$ cat config.mk
export PLATFORM = sky130hd
export DESIGN_NAME = strobe_gen
export DESIGN_NICKNAME = d
export VERILOG_FILES = /design/src/rtl/strobe_gen_pkg.sv /design/src/rtl/strobe_chan.sv /design/src/rtl/strobe_gen.sv
export SDC_FILE = /design/constraint.sdc
export NUM_CORES = 1
export LEC_CHECK = 0
export BUFFER_PORTS_ARGS = -buffer_cell sky130_fd_sc_hd__buf_2
export CAP_MARGIN = 20
export CORE_UTILIZATION = 31
export DETAILED_ROUTE_END_ITERATION = 8
export GPL_ROUTABILITY_DRIVEN = 1
export GPL_TIMING_DRIVEN = 1
export PLACE_DENSITY_LB_ADDON = 0.3
export SYNTH_ARGS = -nofsm -noshare
export SYNTH_HDL_FRONTEND = slang
export SYNTH_HIERARCHICAL = 1
export SYNTH_SLANG_ARGS = --single-unit
$ cat constraint.sdc
create_clock -name clk -period 2.2 [get_ports clk]
set_input_delay 0.22 -clock clk [delete_from_list [all_inputs] [get_ports clk]]
set_output_delay 0.22 -clock clk [all_outputs]
set_load 0.02 [all_outputs]
$ cat src/rtl/strobe_gen_pkg.sv
// Shared definitions for the strobe generator: channel mode encodings and
// the per-cycle action each channel takes.
package strobe_gen_pkg;

  localparam logic MODE_PULSE  = 1'b0;
  localparam logic MODE_SQUARE = 1'b1;

  typedef enum logic [1:0] {
    CH_SYNC,
    CH_IDLE,
    CH_TERM,
    CH_COUNT
  } chan_action_e;

  // Sync outranks everything, a disabled channel parks, otherwise count or wrap.
  function automatic chan_action_e next_action(input logic sync, input logic en,
                                               input logic term);
    if (sync)      return CH_SYNC;
    else if (!en)  return CH_IDLE;
    else if (term) return CH_TERM;
    else           return CH_COUNT;
  endfunction

endpackage

$ cat src/rtl/strobe_chan.sv
// One strobe channel: counter, active/shadow interval pair and output register.
// A shadow interval is promoted to active only when the counter restarts.
module strobe_chan
  import strobe_gen_pkg::*;
#(
  parameter int               WIDTH          = 16,
  parameter logic [WIDTH-1:0] RESET_INTERVAL = {WIDTH{1'b1}}
) (
  input  logic             clk,
  input  logic             rst,
  input  logic             en,
  input  logic             mode,
  input  logic [WIDTH-1:0] interval,
  input  logic             load,
  input  logic             sync,
  output logic             clk_out,
  output logic             pending
);

  logic [WIDTH-1:0] cnt;
  logic [WIDTH-1:0] act;
  logic [WIDTH-1:0] shd;
  chan_action_e     action;
  logic             apply;

  always_comb begin
    action = next_action(sync, en, cnt == act);
    apply  = pending && (action != CH_COUNT);
  end

  // A load on the same edge as an apply keeps pending set; act sees the old shadow.
  always_ff @(posedge clk or posedge rst) begin
    if (rst) begin
      cnt     <= '0;
      act     <= RESET_INTERVAL;
      shd     <= '0;
      pending <= 1'b0;
      clk_out <= 1'b0;
    end else begin
      if (load)
        shd <= interval;

      if (load)
        pending <= 1'b1;
      else if (apply)
        pending <= 1'b0;

      if (apply)
        act <= shd;

      case (action)
        CH_SYNC, CH_IDLE: begin
          cnt     <= '0;
          clk_out <= 1'b0;
        end
        CH_TERM: begin
          cnt     <= '0;
          clk_out <= (mode == MODE_SQUARE) ? ~clk_out : 1'b1;
        end
        CH_COUNT: begin
          cnt <= cnt + WIDTH'(1);
          if (mode == MODE_PULSE)
            clk_out <= 1'b0;
        end
        default: begin
          cnt     <= '0;
          clk_out <= 1'b0;
        end
      endcase
    end
  end

endmodule

$ cat src/rtl/strobe_gen.sv
// Multi-channel programmable strobe / square-wave generator; each channel is an
// independent strobe_chan, with sync restarting every channel's phase together.
module strobe_gen
  import strobe_gen_pkg::*;
#(
  parameter int               WIDTH          = 16,
  parameter int               CHANNELS       = 4,
  parameter logic [WIDTH-1:0] RESET_INTERVAL = {WIDTH{1'b1}}
) (
  input  logic                      clk,
  input  logic                      rst,
  input  logic [CHANNELS-1:0]       en,
  input  logic [CHANNELS-1:0]       mode,
  input  logic [CHANNELS*WIDTH-1:0] interval,
  input  logic [CHANNELS-1:0]       load,
  input  logic                      sync,
  output logic [CHANNELS-1:0]       clk_out,
  output logic [CHANNELS-1:0]       pending
);

  for (genvar i = 0; i < CHANNELS; i++) begin : g_chan
    strobe_chan #(
      .WIDTH          (WIDTH),
      .RESET_INTERVAL (RESET_INTERVAL)
    ) u_chan (
      .clk      (clk),
      .rst      (rst),
      .en       (en[i]),
      .mode     (mode[i]),
      .interval (interval[i*WIDTH +: WIDTH]),
      .load     (load[i]),
      .sync     (sync),
      .clk_out  (clk_out[i]),
      .pending  (pending[i])
    );
  end

endmodule

### After elaboration in Yosys (flattened, before gate mapping)

Cells that the tools add are included.
W data, S select, Z words.

* $add $sub $neg: 4
* multiply operators: 0
* div/mod/pow operators: 0
* $lt $le $gt $ge: 0
* equality and inequality tests: 24
* shifts and indexed selects: 0
* multiplexer cells: 36
* bitwise operators: 4
* reduce and logical (&&, ||, !) cells: 20

Operator list (number)
* $pmux W16 S2: 4
* $add A16 B1 Y16 const B: 4
* $eq A16 B16 Y1: 4
* $mux W1: 20
* $eq A2 B2 Y1 const B: 8
* $mux W2: 8
* $ne A2 B2 Y1 const B: 8
* $pmux W1 S3: 4
* $reduce_or A3 Y1: 4
* $eq A2 B1 Y1 const B: 4
* $logic_not A2 Y1: 4
* $reduce_bool A2 Y1: 4
* $reduce_or A2 Y1: 4
* $logic_and A1 B1 Y1: 4
* $not A1 Y1: 4

* register bits: 200
* bits in latches: 0
* RAM bits: 0
* memory bits (read-only): 0
* input bits: 79
* output and inout port bits: 8
* logic and storage cells: 108
* memories kept: 0

### Longest topological paths before layout

Gate-level depths: netlist of the first run.

* depth in word-level cells: 8
* mapped depth: 7

### Hierarchy

The synthesis of the first run kept the hierarchy.

By module, submodules not included
* strobe_chan: times used 4, cells an instance 269, area an instance 2665.1 sq um

### Worst setup path after synthesis of the first run

OpenSTA, ideal clock, no wires.

* path kind: reg2reg
* from: register g_chan[0].u_chan.act[7]
* to: register g_chan[0].u_chan.cnt[13]
* setup time: 0.119 ns
* data arrival time: 1.620 ns
* slack: 0.461 ns
* stages on the path, launching flop included: 7
* buffers on the path: 1
* cells stage by stage: dfstp_2 -> xor2_1 -> nor4_1 -> nand4_1 -> o21ai_2 -> buf_4 -> nor2_1

* cells in the longest elaborated chain, start to end: 7
* elaborated cells between the ends (all ways): 10
* those cells by class: eq/ne (4); mux (4); reduce/logical (2)

RTL lines
* start, declared: line strobe_chan.sv:21 `logic [WIDTH-1:0] act;`
* start signal, assigned: line strobe_chan.sv:35 `act <= RESET_INTERVAL;`
* start signal, assigned: line strobe_chan.sv:49 `act <= shd;`
* $eq A16 B16 Y1 *: line strobe_chan.sv:27 `action = next_action(sync, en, cnt == act);`
* $mux W1 *: line strobe_gen_pkg.sv:20 `else if (term) return CH_TERM;`
* $mux W2 *: line strobe_gen_pkg.sv:19 `else if (!en) return CH_IDLE;`
* $mux W2 *: line strobe_gen_pkg.sv:18 `if (sync) return CH_SYNC;`
* $eq A2 B1 Y1 (tied with other cells): line strobe_chan.sv:51 `case (action)`
* $reduce_or A3 Y1 (no source line)
* $pmux W16 S2 *: line strobe_chan.sv:51
* end signal, assigned: line strobe_chan.sv:61 `cnt <= cnt + WIDTH'(1);`
* end, declared: line strobe_chan.sv:20 `logic [WIDTH-1:0] cnt;`

Every way passes the cells marked *; elsewhere a longest branch is shown, timed or not.
A chain may end at the register's enable or synchronous reset.

### Worst setup path after layout of the first run

* from: register g_chan[2].u_chan.act[3]
* to: register g_chan[2].u_chan.act[12]

* cells in the longest elaborated chain, start to end: 6

RTL lines
* start, declared: line strobe_chan.sv:21
* start signal, assigned: line strobe_chan.sv:35
* start signal, assigned: line strobe_chan.sv:49
* $eq A16 B16 Y1: line strobe_chan.sv:27
* $mux W1: line strobe_gen_pkg.sv:20
* $mux W2: line strobe_gen_pkg.sv:19
* $mux W2: line strobe_gen_pkg.sv:18
* $ne A2 B2 Y1: line strobe_chan.sv:28 `apply = pending && (action != CH_COUNT);`
* $logic_and A1 B1 Y1: line strobe_chan.sv:28

Every way passes these cells.

==> summary.md, run 1 <==
| Metric | Value |
|---|---|
| Crit path max fanout | `14` |
| Post-synth EDFFs | `0` |
| Setup WS post-layout | `0.188 ns` |
| Critical Path RT | `2.54 ns` |
| GP Congestion | `0.765` |
| PD cells | `731 nW/um^2` |
| Vias per cell | `5.02` |
| Share of layout cells above drive strength 1 | `25.6%` |
| CP Class | `reg2reg` |
| Number of port buffers | `86` |
| Worst-margin pin slew | `0.631 ns` |
| CTS sink cnt | `200` |
| Area growth syn-to-layout | `21.2%` |
| Arrival time worst endpoint | `2.36 ns` |
| Clock skew | `0.00999 ns` |
| Final number of hold-violating endpoints | `0` |
| Gate power share | `16.1%` |
| Mapped Nets | `1,159` |
| Crit. End Element | `flip-flop` |
| Filler cells | `3,352` |
| Seq/Total Area, Yosys | `47.7%` |
| Die height | `187 um` |
| Drt pass-1 iters | `7` |
| Post-CTS Setup Bufs | `0` |
| H-tree depth | `4` |
| Fin util | `38.3%` |
| CTS tree | `built` |
| First-pass GRT wire length | `40,400 um` |
| Largest cells by area after synthesis | `dfrtp_1, dfstp_2, mux2_2` |
| Post-Syn Area | `10,700 um^2` |
| Inserted Clock Buffers | `17` |
| #FFs+latches synth | `200` |
| Internal power | `6.90 mW` |
| Switching power | `2.55 mW` |
| Post-synth ARST share | `100%` |
| Syn_area_per_cell | `9.91 um^2` |
| Status | `finished clean` |
| VDD IR max | `0.000526 V` |
| Final period util | `91.5%` |
| Starting DRT DRC Count | `387` |
| Initial Util | `31.6%` |
| Top cell type by total area after synthesis | `dfrtp_1` |
| Root buf cell | `clkbuf_16` |
| Reg power frac | `48.8%` |
| Final WL | `23,600 um` |
| # rows | `67` |
| Setup TNS | `0 ns` |
| Largest net degree at the start of global routing | `53` |
| Max Slew Vio Count | `0` |
| Initial antenna violation count | `0` |
| Dpl ws | `0.159 ns` |
| Clock power frac | `35.1%` |
| Fmax | `0.497 GHz` |
| Chip width | `187 um` |
| Vias | `8,291` |
| RSZ-0062 raised after global routing | `no` |
| Clock latency on the worst-skew pair | `0.44 ns` |
| Top-level I/O count | `87` |
| Syn. warnings | `6` |
| Core box area | `33,700 um^2` |
| Post-DRT Antenna Nets | `0` |
| Grt ovf | `0` |
| Fin crit period | `2.01 ns` |
| Antenna Cells | `0` |
| GRT Overall Usage | `13.9%` |
| Worst setup SP type | `flip-flop` |
| # setup viols final | `0` |
| Worst slew margin | `58.0%` |
| Final net count | `1,275` |
| Drt wl/cell | `14.2 um` |
| Total die area | `35,100 um^2` |
| Ys flop type | `dfrtp_1` |
| Pleak | `5.40 nW` |
| Sw frac | `27.0%` |
| Cells after Synth | `1,076` |
| Longest Clk Path Bufs | `2` |
| Share of the synthesized area in the top cell type | `31.9%` |
| Residual DRC count | `0` |
| Max-cap violations | `0` |
| Clock transition at path regs | `0.07 ns` |
| Synth cell types | `34` |
| Post-DP HPWL | `15,500 um` |
| Worst hold path type | `in2reg` |
| Post-route total power | `9.45 mW` |
| Number of global-route vias before repair | `8,073` |
## per-layer routing
layer	vias to the layer above	GRT usage, %	routed length (um)
met1	4057	18.8	11600
li1	4109	-	-
met3	14	3.02	615
met2	111	22.3	11100
met5	-	0	0
met4	0	3.81	266
## power groups by stage
stage	combinational (mW)	sequential [mW]	clock [mW]
global placement	1.40	4.65	0
finish	1.52	4.61	3.32
CTS	1.53	4.61	3.45
global route	1.72	4.67	3.59
detailed placement	1.44	4.68	0
floorplan	1.14	4.56	0
## final timing paths
| path | start | to | slack, ns | cells past startpoint |
|---|---|---|---|---|
| max in group asynchronous | rst | g_chan[1].u_chan/act[9] | 1.17 | 4 |
| max | g_chan[2].u_chan/act[3] | g_chan[2].u_chan/act[12] | 0.19 | 6 |
| max reg2reg | g_chan[2].u_chan/act[3] | g_chan[2].u_chan/act[12] | 0.19 | 6 |
| min reg2reg | g_chan[2].u_chan/shd[15] | g_chan[2].u_chan/shd[15] | 0.51 | 1 |
| min in group asynchronous | rst | g_chan[3].u_chan/shd[0] | 0.31 | 3 |
| min | interval[35] | g_chan[2].u_chan/shd[3] | 0.03 | 2 |
## synthesized netlist by cell type, types with 16 or more instances
master and count:
o311ai_2 16, o22ai_1 64, nor2_1 68, a31oi_1 64, xnor2_1 40, o311ai_1 40
inv_1 68, nand2_1 96, nand3_1 88, clkbuf_1 60, dfrtp_1 136, xor2_1 76
mux2_2 64, nand4_1 24, dfstp_2 64
## kinds of logic (layout without fill, tap and decap cells)
| logic type | after synthesis | in the layout | synth area share (%) |
|---|---|---|---|
| compound gates | 212 | 212 | 15.2 |
| xor+xnor | 116 | 116 | 9.53 |
| fa+ha+maj | 4 | 4 | 0.470 |
| buf+inv | 152 | 281 | 5.63 |
| flops | 200 | 200 | 47.7 |
| mux | 68 | 68 | 7.14 |
| simple gates | 324 | 324 | 14.4 |
## area by class of cell
class	count	area [um^2]	area share, %
Sequential cell	200	5080	39.4
Multi-Input combinational cell	724	5020	38.8
Timing Repair Buffer	181	1380	10.7
Tap cell	448	561	4.34
Clock buffer	22	474	3.67
Inverter	68	255	1.98
Clock inverter	10	144	1.11
## through the flow
step | hold WS (ns) | cells | cell area (um^2)
6_report | 0.0323 | 1653 | 12900
3_3_place_gp | 0.252 | 1560 | 11700
5_1_grt | 0.00213 | 1653 | 12900
3_5_place_dp | 0.246 | 1560 | 11700
4_1_cts | 0.000126 | 1650 | 12900
2_1_floorplan | 0.369 | 1076 | 10700
## sequential cells by signal, summed over array words and instances, names as in the netlist
name	count
g_chan.u_chan/act	64
g_chan.u_chan/cnt	64
g_chan.u_chan/shd	64
g_chan.u_chan/clk_out	4
g_chan.u_chan/pending	4
## worst max-delay path, cell delays in order (launching register included)
cell      delay, ns
dfstp_2        0.56
xor2_1         0.07
nor4_1         0.42
nand4_1        0.21
buf_4          0.22
buf_12         0.15
o311ai_1       0.29
## repair_timing
item,in CTS,in global routing
gates resized for setup,0,3
endpoints found under the setup margin,0,3
hold buffers,58,3
hold endpoints to repair,91,3
## cell usage in the layout (no fill, tap or decap), types with 6 or more instances in the layout
cell           instances
dfrtp_1              136
mux2_2                64
xor2_1                76
a31oi_1               64
and4_1                12
dlygate4sd3_1         61
dfstp_2               64
o311ai_0               7
inv_1                 64
nand3_1               88
buf_4                 27
nand4_1               24
o311ai_1              41
buf_12                 7
xnor2_1               40
nor4_1                 6
o22ai_1               64
nor2_1                68
nand2_1               96
buf_2                 86
and3_1                 8
clkbuf_16             17
o311ai_2              16
(Power assumes the default switching activity.)
==> run 2, diff against run 1 <==
--- a/config.mk
+++ b/config.mk
@@ -8,6 +8,7 @@
 export BUFFER_PORTS_ARGS = -buffer_cell sky130_fd_sc_hd__buf_2
 export CAP_MARGIN = 20
 export CORE_UTILIZATION = 31
+export CTS_BUF_LIST = sky130_fd_sc_hd__clkbuf_8
 export DETAILED_ROUTE_END_ITERATION = 8
 export GPL_ROUTABILITY_DRIVEN = 1
 export GPL_TIMING_DRIVEN = 1
==> constraint.sdc (replaced) <==
create_clock -name clk -period 2.2 [get_ports clk]
set_input_delay 0.11 -clock clk [delete_from_list [all_inputs] [get_ports clk]]
set_output_delay 0.11 -clock clk [all_outputs]
set_load 0.02 [all_outputs]
==> summary.md, run 2 (same netlist as run 1, synthesis figures left out) <==
| Metric | Value |
|---|---|
| Final period util | `90.7% (-0.81 points)` |
| Chip width | `187 um (unchanged)` |
| Switching power | `2.48 mW (-3.0%)` |
| Longest Clk Path Bufs | `2 (unchanged)` |
| Worst hold path type | `in2reg` |
| Commonest non-fill, non-tap cell in the layout | `dfrtp_1` |
| Final WL | `23,400 um (-0.51%)` |
| Area growth syn-to-layout | `20.2%` |
| Dpl cells | `1,560 (unchanged)` |
| Fin area | `12,800 um^2 (-0.81%)` |
| Top-level I/O count | `87 (unchanged)` |
| Clock skew | `0.0138 ns (+0.00379 ns)` |
| Inserted Clock Buffers | `17 (unchanged)` |
| Vias | `8,271 (-0.24%)` |
| Arrival time worst endpoint | `2.36 ns (about the same)` |
| Pleak | `5.35 nW (-0.91%)` |
| Gate power share | `18.1% (+2.0 points)` |
| Total die area | `35,100 um^2 (unchanged)` |
| Antenna Cells | `0 (unchanged)` |
| Root buf cell | `clkbuf_8` |
| Core box area | `33,700 um^2 (unchanged)` |
| Max-cap violations | `0 (unchanged)` |
| Clock latency on the worst-skew pair | `0.48 ns (+0.04 ns)` |
| Worst-margin pin slew | `0.516 ns (-0.115 ns)` |
| Status | `finished clean` |
| CP Class | `reg2reg` |
| RSZ-0062 raised after global routing | `no` |
| Die height | `187 um (unchanged)` |
| # rows | `67 (unchanged)` |
| CTS tree | `built` |
| Number of port buffers | `86 (unchanged)` |
| Worst hold path depth | `5 (+3)` |
| Worst R2R Path Depth | `5 (-1)` |
| GP Congestion | `0.749 (-2.1%)` |
| Sw frac | `29.1% (+2.1 points)` |
| VDD IR max | `0.000598 V (+14%)` |
| Residual DRC count | `0 (unchanged)` |
| Worst slew margin | `65.6% (+7.7 points)` |
| Critical path's largest stage delay | `0.58 ns (+0.02 ns)` |
| Grt ovf | `0 (unchanged)` |
| Number of global-route vias before repair | `7,932 (-1.7%)` |
| CTS sink cnt | `200 (unchanged)` |
| Filler cells | `3,341 (-0.33%)` |
| Crit path max fanout | `18 (+4)` |
| Worst setup SP type | `flip-flop` |
| Starting DRT DRC Count | `421 (+8.8%)` |
| Max Slew Vio Count | `0 (unchanged)` |
| Post-route total power | `8.51 mW (-9.9%)` |
| Final number of hold-violating endpoints | `0 (unchanged)` |
| First-pass GRT wire length | `40,100 um (-0.65%)` |
| Final net count | `1,284 (+0.71%)` |
| Critical Path RT | `2.57 ns (+0.03 ns)` |
| Placed cell areas | `11,700 um^2 (+0.32%)` |
| Clock transition at path regs | `0.11 ns (+0.04 ns)` |
| Post-DP HPWL | `15,400 um (-0.92%)` |
| Setup TNS | `0 ns (unchanged)` |
| Initial antenna violation count | `0 (unchanged)` |
| Non-Filler Instances | `1,661 (+0.48%)` |
| Fmax | `0.501 GHz (+0.89%)` |
| Clock power frac | `27.9% (-7.2 points)` |
| Drt wl/cell | `14.1 um (-0.99%)` |
| Post-DRT Antenna Nets | `0 (unchanged)` |
| GRT Overall Usage | `13.9% (about the same)` |
| Reg power frac | `54.1% (+5.3 points)` |
| Drt pass-1 iters | `5 (-2)` |
| Internal power | `6.04 mW (-12%)` |
| Fin crit period | `1.99 ns (-0.0178 ns)` |
| H-tree depth | `4 (unchanged)` |
| Share of layout cells above drive strength 1 | `25.4% (-0.17 points)` |
| Vias per cell | `4.98 (-0.72%)` |
| Slowest library cell on the worst path | `dfstp_2` |
| PD cells | `664 nW/um^2 (-9.2%)` |
| Worst path cell trace | `xor2_1, nor4_1, nand4_1, buf_4, o311ai_0` |
| Commonest non-fill, non-tap cells in the layout | `dfrtp_1, nand2_1, nand3_1, buf_2, xor2_1` |
| Hold_ws | `0.0663 ns (+0.0340 ns)` |
| Largest net degree at the start of global routing | `53 (unchanged)` |
| Initial Util | `31.6% (unchanged)` |
| # setup viols final | `0 (unchanged)` |
| Crit. End Element | `flip-flop` |
| Top Registers | `g_chan.u_chan/act x64, g_chan.u_chan/cnt x64, g_chan.u_chan/shd x64` |
## run 2: changes by cell type in the layout (fill, tap and decap cells not counted)
cell,previous run,this run
buf_12,7,10
inv_6,1,2
clkinv_2,1,2
buf_4,27,24
dlygate4sd3_1,61,70
inv_1,64,65
clkbuf_16,17,0
inv_8,0,1
o311ai_1,41,40
clkinv_4,2,3
clkbuf_1,2,0
clkbuf_8,3,17
bufinv_16,3,2
o311ai_0,7,8
## run 2: final timing paths
kind                                          start                  endpoint  slack, ns
min in group asynchronous                       rst   g_chan[3].u_chan/shd[3]       0.17
min reg2reg                 g_chan[2].u_chan/shd[0]   g_chan[2].u_chan/shd[0]       0.51
min                                           en[0]  g_chan[0].u_chan/clk_out       0.07
max in group asynchronous                       rst   g_chan[1].u_chan/act[7]       1.32
max                        g_chan[0].u_chan/act[15]  g_chan[0].u_chan/act[14]       0.21
max reg2reg                g_chan[0].u_chan/act[15]  g_chan[0].u_chan/act[14]       0.21
## run 2: repair_timing
item / 4_1_cts / 5_1_grt
endpoints found under the setup margin: 0 / 12
hold buffers: 70 / 0
endpoints found under the hold margin: 186 / 0
resized for setup: 0 / 2
buffers inserted: 0 / 0
## run 2: worst max-delay path, delay by kind of cell (launching register included)
kind	cells	cell delay (ns)
buf+inv	1	0.26
flops	1	0.58
xor+xnor	1	0.08
compound gates	1	0.37
simple gates	2	0.60
## run 2: power groups by stage
stage,logic (mW),clock network [mW],registers [mW]
floorplan,1.14,0,4.56
global placement,1.41,0,4.65
detailed placement,1.45,0,4.68
CTS,1.55,2.52,4.61
global route,1.74,2.65,4.67
finish,1.54,2.37,4.60
## run 2: per-layer routing
metal  part of all wire [%]  GRT usage (%)
met5                      0              0
met4                    1.2           4.22
met3                    2.7           2.78
met2                     47           22.0
met1                     49           19.1
## run 2: per-stage QoR
stage | utilization, % | setup slack (ns)
2_1_floorplan | - | 0.461
3_3_place_gp | 34.8 | 0.228
3_5_place_dp | 34.8 | 0.178
4_1_cts | 38.0 | 0.135
5_1_grt | 38.0 | 0.0235
6_report | 38.0 | 0.206
## run 2: cell type report
cell class,instances,area [um^2],share of cell area (%)
Sequential cell,200,5080,39.7
Tap cell,448,561,4.37
Clock inverter,14,151,1.18
Clock buffer,17,234,1.83
Timing Repair Buffer,190,1510,11.8
Multi-Input combinational cell,724,5020,39.2
Inverter,68,255,1.99
==> run 3, diff against run 2 <==
--- a/config.mk
+++ b/config.mk
@@ -7,12 +7,15 @@
 export LEC_CHECK = 0
 export BUFFER_PORTS_ARGS = -buffer_cell sky130_fd_sc_hd__buf_2
 export CAP_MARGIN = 20
-export CORE_UTILIZATION = 31
+export CELL_PAD_IN_SITES_DETAIL_PLACEMENT = 0
+export CELL_PAD_IN_SITES_GLOBAL_PLACEMENT = 1
+export CORE_UTILIZATION = 27
 export CTS_BUF_LIST = sky130_fd_sc_hd__clkbuf_8
 export DETAILED_ROUTE_END_ITERATION = 8
 export GPL_ROUTABILITY_DRIVEN = 1
 export GPL_TIMING_DRIVEN = 1
 export PLACE_DENSITY_LB_ADDON = 0.3
+export SKIP_CTS_REPAIR_TIMING = 1
 export SYNTH_ARGS = -nofsm -noshare
 export SYNTH_HDL_FRONTEND = slang
 export SYNTH_HIERARCHICAL = 1
==> summary.md, run 3 (same netlist as run 1, synthesis figures left out) <==
| Metric | Value |
|---|---|
| Fin crit period | `2.06 ns (+0.0665 ns)` |
| Post-DP HPWL | `16,400 um (+6.9%)` |
| Residual DRC count | `0 (unchanged)` |
| GP Congestion | `0.711 (-5.1%)` |
| Slowest library cell on the worst path | `dfstp_2` |
| Final period util | `93.7% (+3.0 points)` |
| Share of layout cells above drive strength 1 | `25.7% (+0.27 points)` |
| CTS tree | `built` |
| Critical path's largest stage delay | `0.57 ns (about the same)` |
| Max-cap violations | `0 (unchanged)` |
| Largest net degree at the start of global routing | `53 (unchanged)` |
| Fmax | `0.485 GHz (-3.2%)` |
| Top-level I/O count | `87 (unchanged)` |
| Reg power frac | `54.3% (+0.2 points)` |
| Worst hold path type | `in2reg` |
| R2r endpoint | `g_chan[3].u_chan/act[14]` |
| Longest Clk Path Bufs | `2 (unchanged)` |
| Critical Path Start | `g_chan[3].u_chan/act[13]` |
| H-tree depth | `4 (unchanged)` |
| Gate power share | `18.2% (about the same)` |
| Clock transition at path regs | `0.11 ns (about the same)` |
| Worst R2R Path Depth | `5 (unchanged)` |
| Worst path cell trace | `xnor2_1, nand4_1, or2_1, buf_4, o311ai_0` |
| Number of global-route vias before repair | `7,958 (+0.33%)` |
| Non-Filler Instances | `1,730 (+4.2%)` |
| Reg2reg start | `g_chan[3].u_chan/act[13]` |
| Vias per cell | `4.77 (-4.1%)` |
| Crit. End Element | `flip-flop` |
| RSZ-0062 raised after global routing | `no` |
| Critical Path RT | `2.57 ns (about the same)` |
| Vias | `8,258 (-0.16%)` |
| Post-DRT Antenna Nets | `0 (unchanged)` |
| Area growth syn-to-layout | `20.8%` |
| Initial Util | `27.5% (-4.2 points)` |
| Max Slew Vio Count | `0 (unchanged)` |
| Internal power | `6.01 mW (-0.45%)` |
| Final net count | `1,282 (-0.16%)` |
| Number of port buffers | `86 (unchanged)` |
| Final number of hold-violating endpoints | `0 (unchanged)` |
| Sw frac | `29.4% (+0.29 points)` |
| Top Registers | `g_chan.u_chan/act x64, g_chan.u_chan/cnt x64, g_chan.u_chan/shd x64` |
| Clock skew | `0.0142 ns (+0.000434 ns)` |
| Inserted Clock Buffers | `17 (unchanged)` |
| Initial antenna violation count | `0 (unchanged)` |
| Drt wl/cell | `14.4 um (+2.0%)` |
| Total die area | `40,300 um^2 (+15%)` |
| Worst-margin pin slew | `0.596 ns (+0.0804 ns)` |
| Grt ovf | `0 (unchanged)` |
| Worst setup endpoint | `g_chan[3].u_chan/act[14]` |
| Starting DRT DRC Count | `431 (+2.4%)` |
| Crit path max fanout | `22 (+4)` |
| Antenna Cells | `0 (unchanged)` |
| PD cells | `660 nW/um^2 (-0.57%)` |
| Clock power frac | `27.5% (-0.4 points)` |
| Commonest non-fill, non-tap cell in the layout | `dfrtp_1` |
| CP Class | `reg2reg` |
| Clock latency on the worst-skew pair | `0.49 ns (about the same)` |
| Switching power | `2.50 mW (+0.95%)` |
| Setup TNS | `0 ns (unchanged)` |
| CTS sink cnt | `200 (unchanged)` |
| Worst slew margin | `60.2% (-5.4 points)` |
| Die height | `201 um (+7.1%)` |
| Flop-to-flop setup slack | `0.14 ns (-0.07 ns)` |
| VDD IR max | `0.000453 V (-24%)` |
| # rows | `72 (+7.5%)` |
| Final WL | `24,900 um (+6.2%)` |
| Dpl cells | `1,629 (+4.4%)` |
| Pleak | `5.33 nW (-0.25%)` |
| Root buf cell | `clkbuf_8` |
| Drt pass-1 iters | `4 (-1)` |
| Core box area | `38,800 um^2 (+15%)` |
| Status | `finished clean` |
| Arrival time worst endpoint | `2.43 ns (+0.07 ns)` |
| Worst setup SP type | `flip-flop` |
| First-pass GRT wire length | `41,600 um (+3.7%)` |
| Chip width | `201 um (+7.1%)` |
| GRT Overall Usage | `12.6% (-1.2 points)` |
| # setup viols final | `0 (unchanged)` |
| Commonest non-fill, non-tap cells in the layout | `dfrtp_1, nand2_1, nand3_1, buf_2, xor2_1` |
run 3: final cells by class:
type	count	area (um^2)
clock inverters	12	101
flip-flops and latches	200	5080
repair buffers	188	1470
fillers	4053	25900
well taps	518	648
multi-input cells	724	5050
inverters	68	255
clock buffers	20	275
run 3: worst min-delay path by stage:
stage / start / end / cells past startpoint
6_report: en[0] / g_chan[0].u_chan/clk_out / 5
5_1_grt: en[0] / g_chan[0].u_chan/clk_out / 5
4_1_cts: rst / g_chan[1].u_chan/cnt[10] / 2
3_5_place_dp: rst / g_chan[1].u_chan/cnt[10] / 2
3_3_place_gp: rst / g_chan[1].u_chan/cnt[9] / 2
2_1_floorplan: mode[0] / g_chan[0].u_chan/clk_out / 2
run 3: critical path, delay by kind of cell, from the launching register on:
kind / cells / cell delay, ns
compound gates: 1 / 0.38
simple gates: 2 / 0.57
buf+inv: 1 / 0.29
flops: 1 / 0.57
xor+xnor: 1 / 0.13
run 3: stage by stage:
step	util [%]	power (mW)	setup WS (ns)	hold slack (ns)	area, um^2
finish	33.2	8.51	0.139	0.0271	12900
global route	33.2	9.07	0.00452	0.0132	12900
CTS	31.3	8.58	0.0202	-0.300	12100
detailed placement	30.3	6.14	0.0923	0.273	11800
global placement	30.3	6.08	0.106	0.275	11800
floorplan	-	5.70	0.461	0.259	10700
run 3: power by group through the flow:
| stage | Combinational [mW] | Sequential [mW] | Clock (mW) |
|---|---|---|---|
| final | 1.55 | 4.62 | 2.34 |
| after global routing | 1.77 | 4.69 | 2.62 |
| after CTS | 1.46 | 4.62 | 2.49 |
| after detailed placement | 1.45 | 4.69 | 0 |
| after global placement | 1.41 | 4.67 | 0 |
| after floorplan | 1.14 | 4.56 | 0 |
run 3: routing by layer:
metal	vias up	global-route usage (%)	wire length (um)
met5	-	0	0
met4	0	4.03	294
met3	13	2.26	470
met2	71	20.1	11900
met1	4056	17.4	12300
li1	4118	-	-
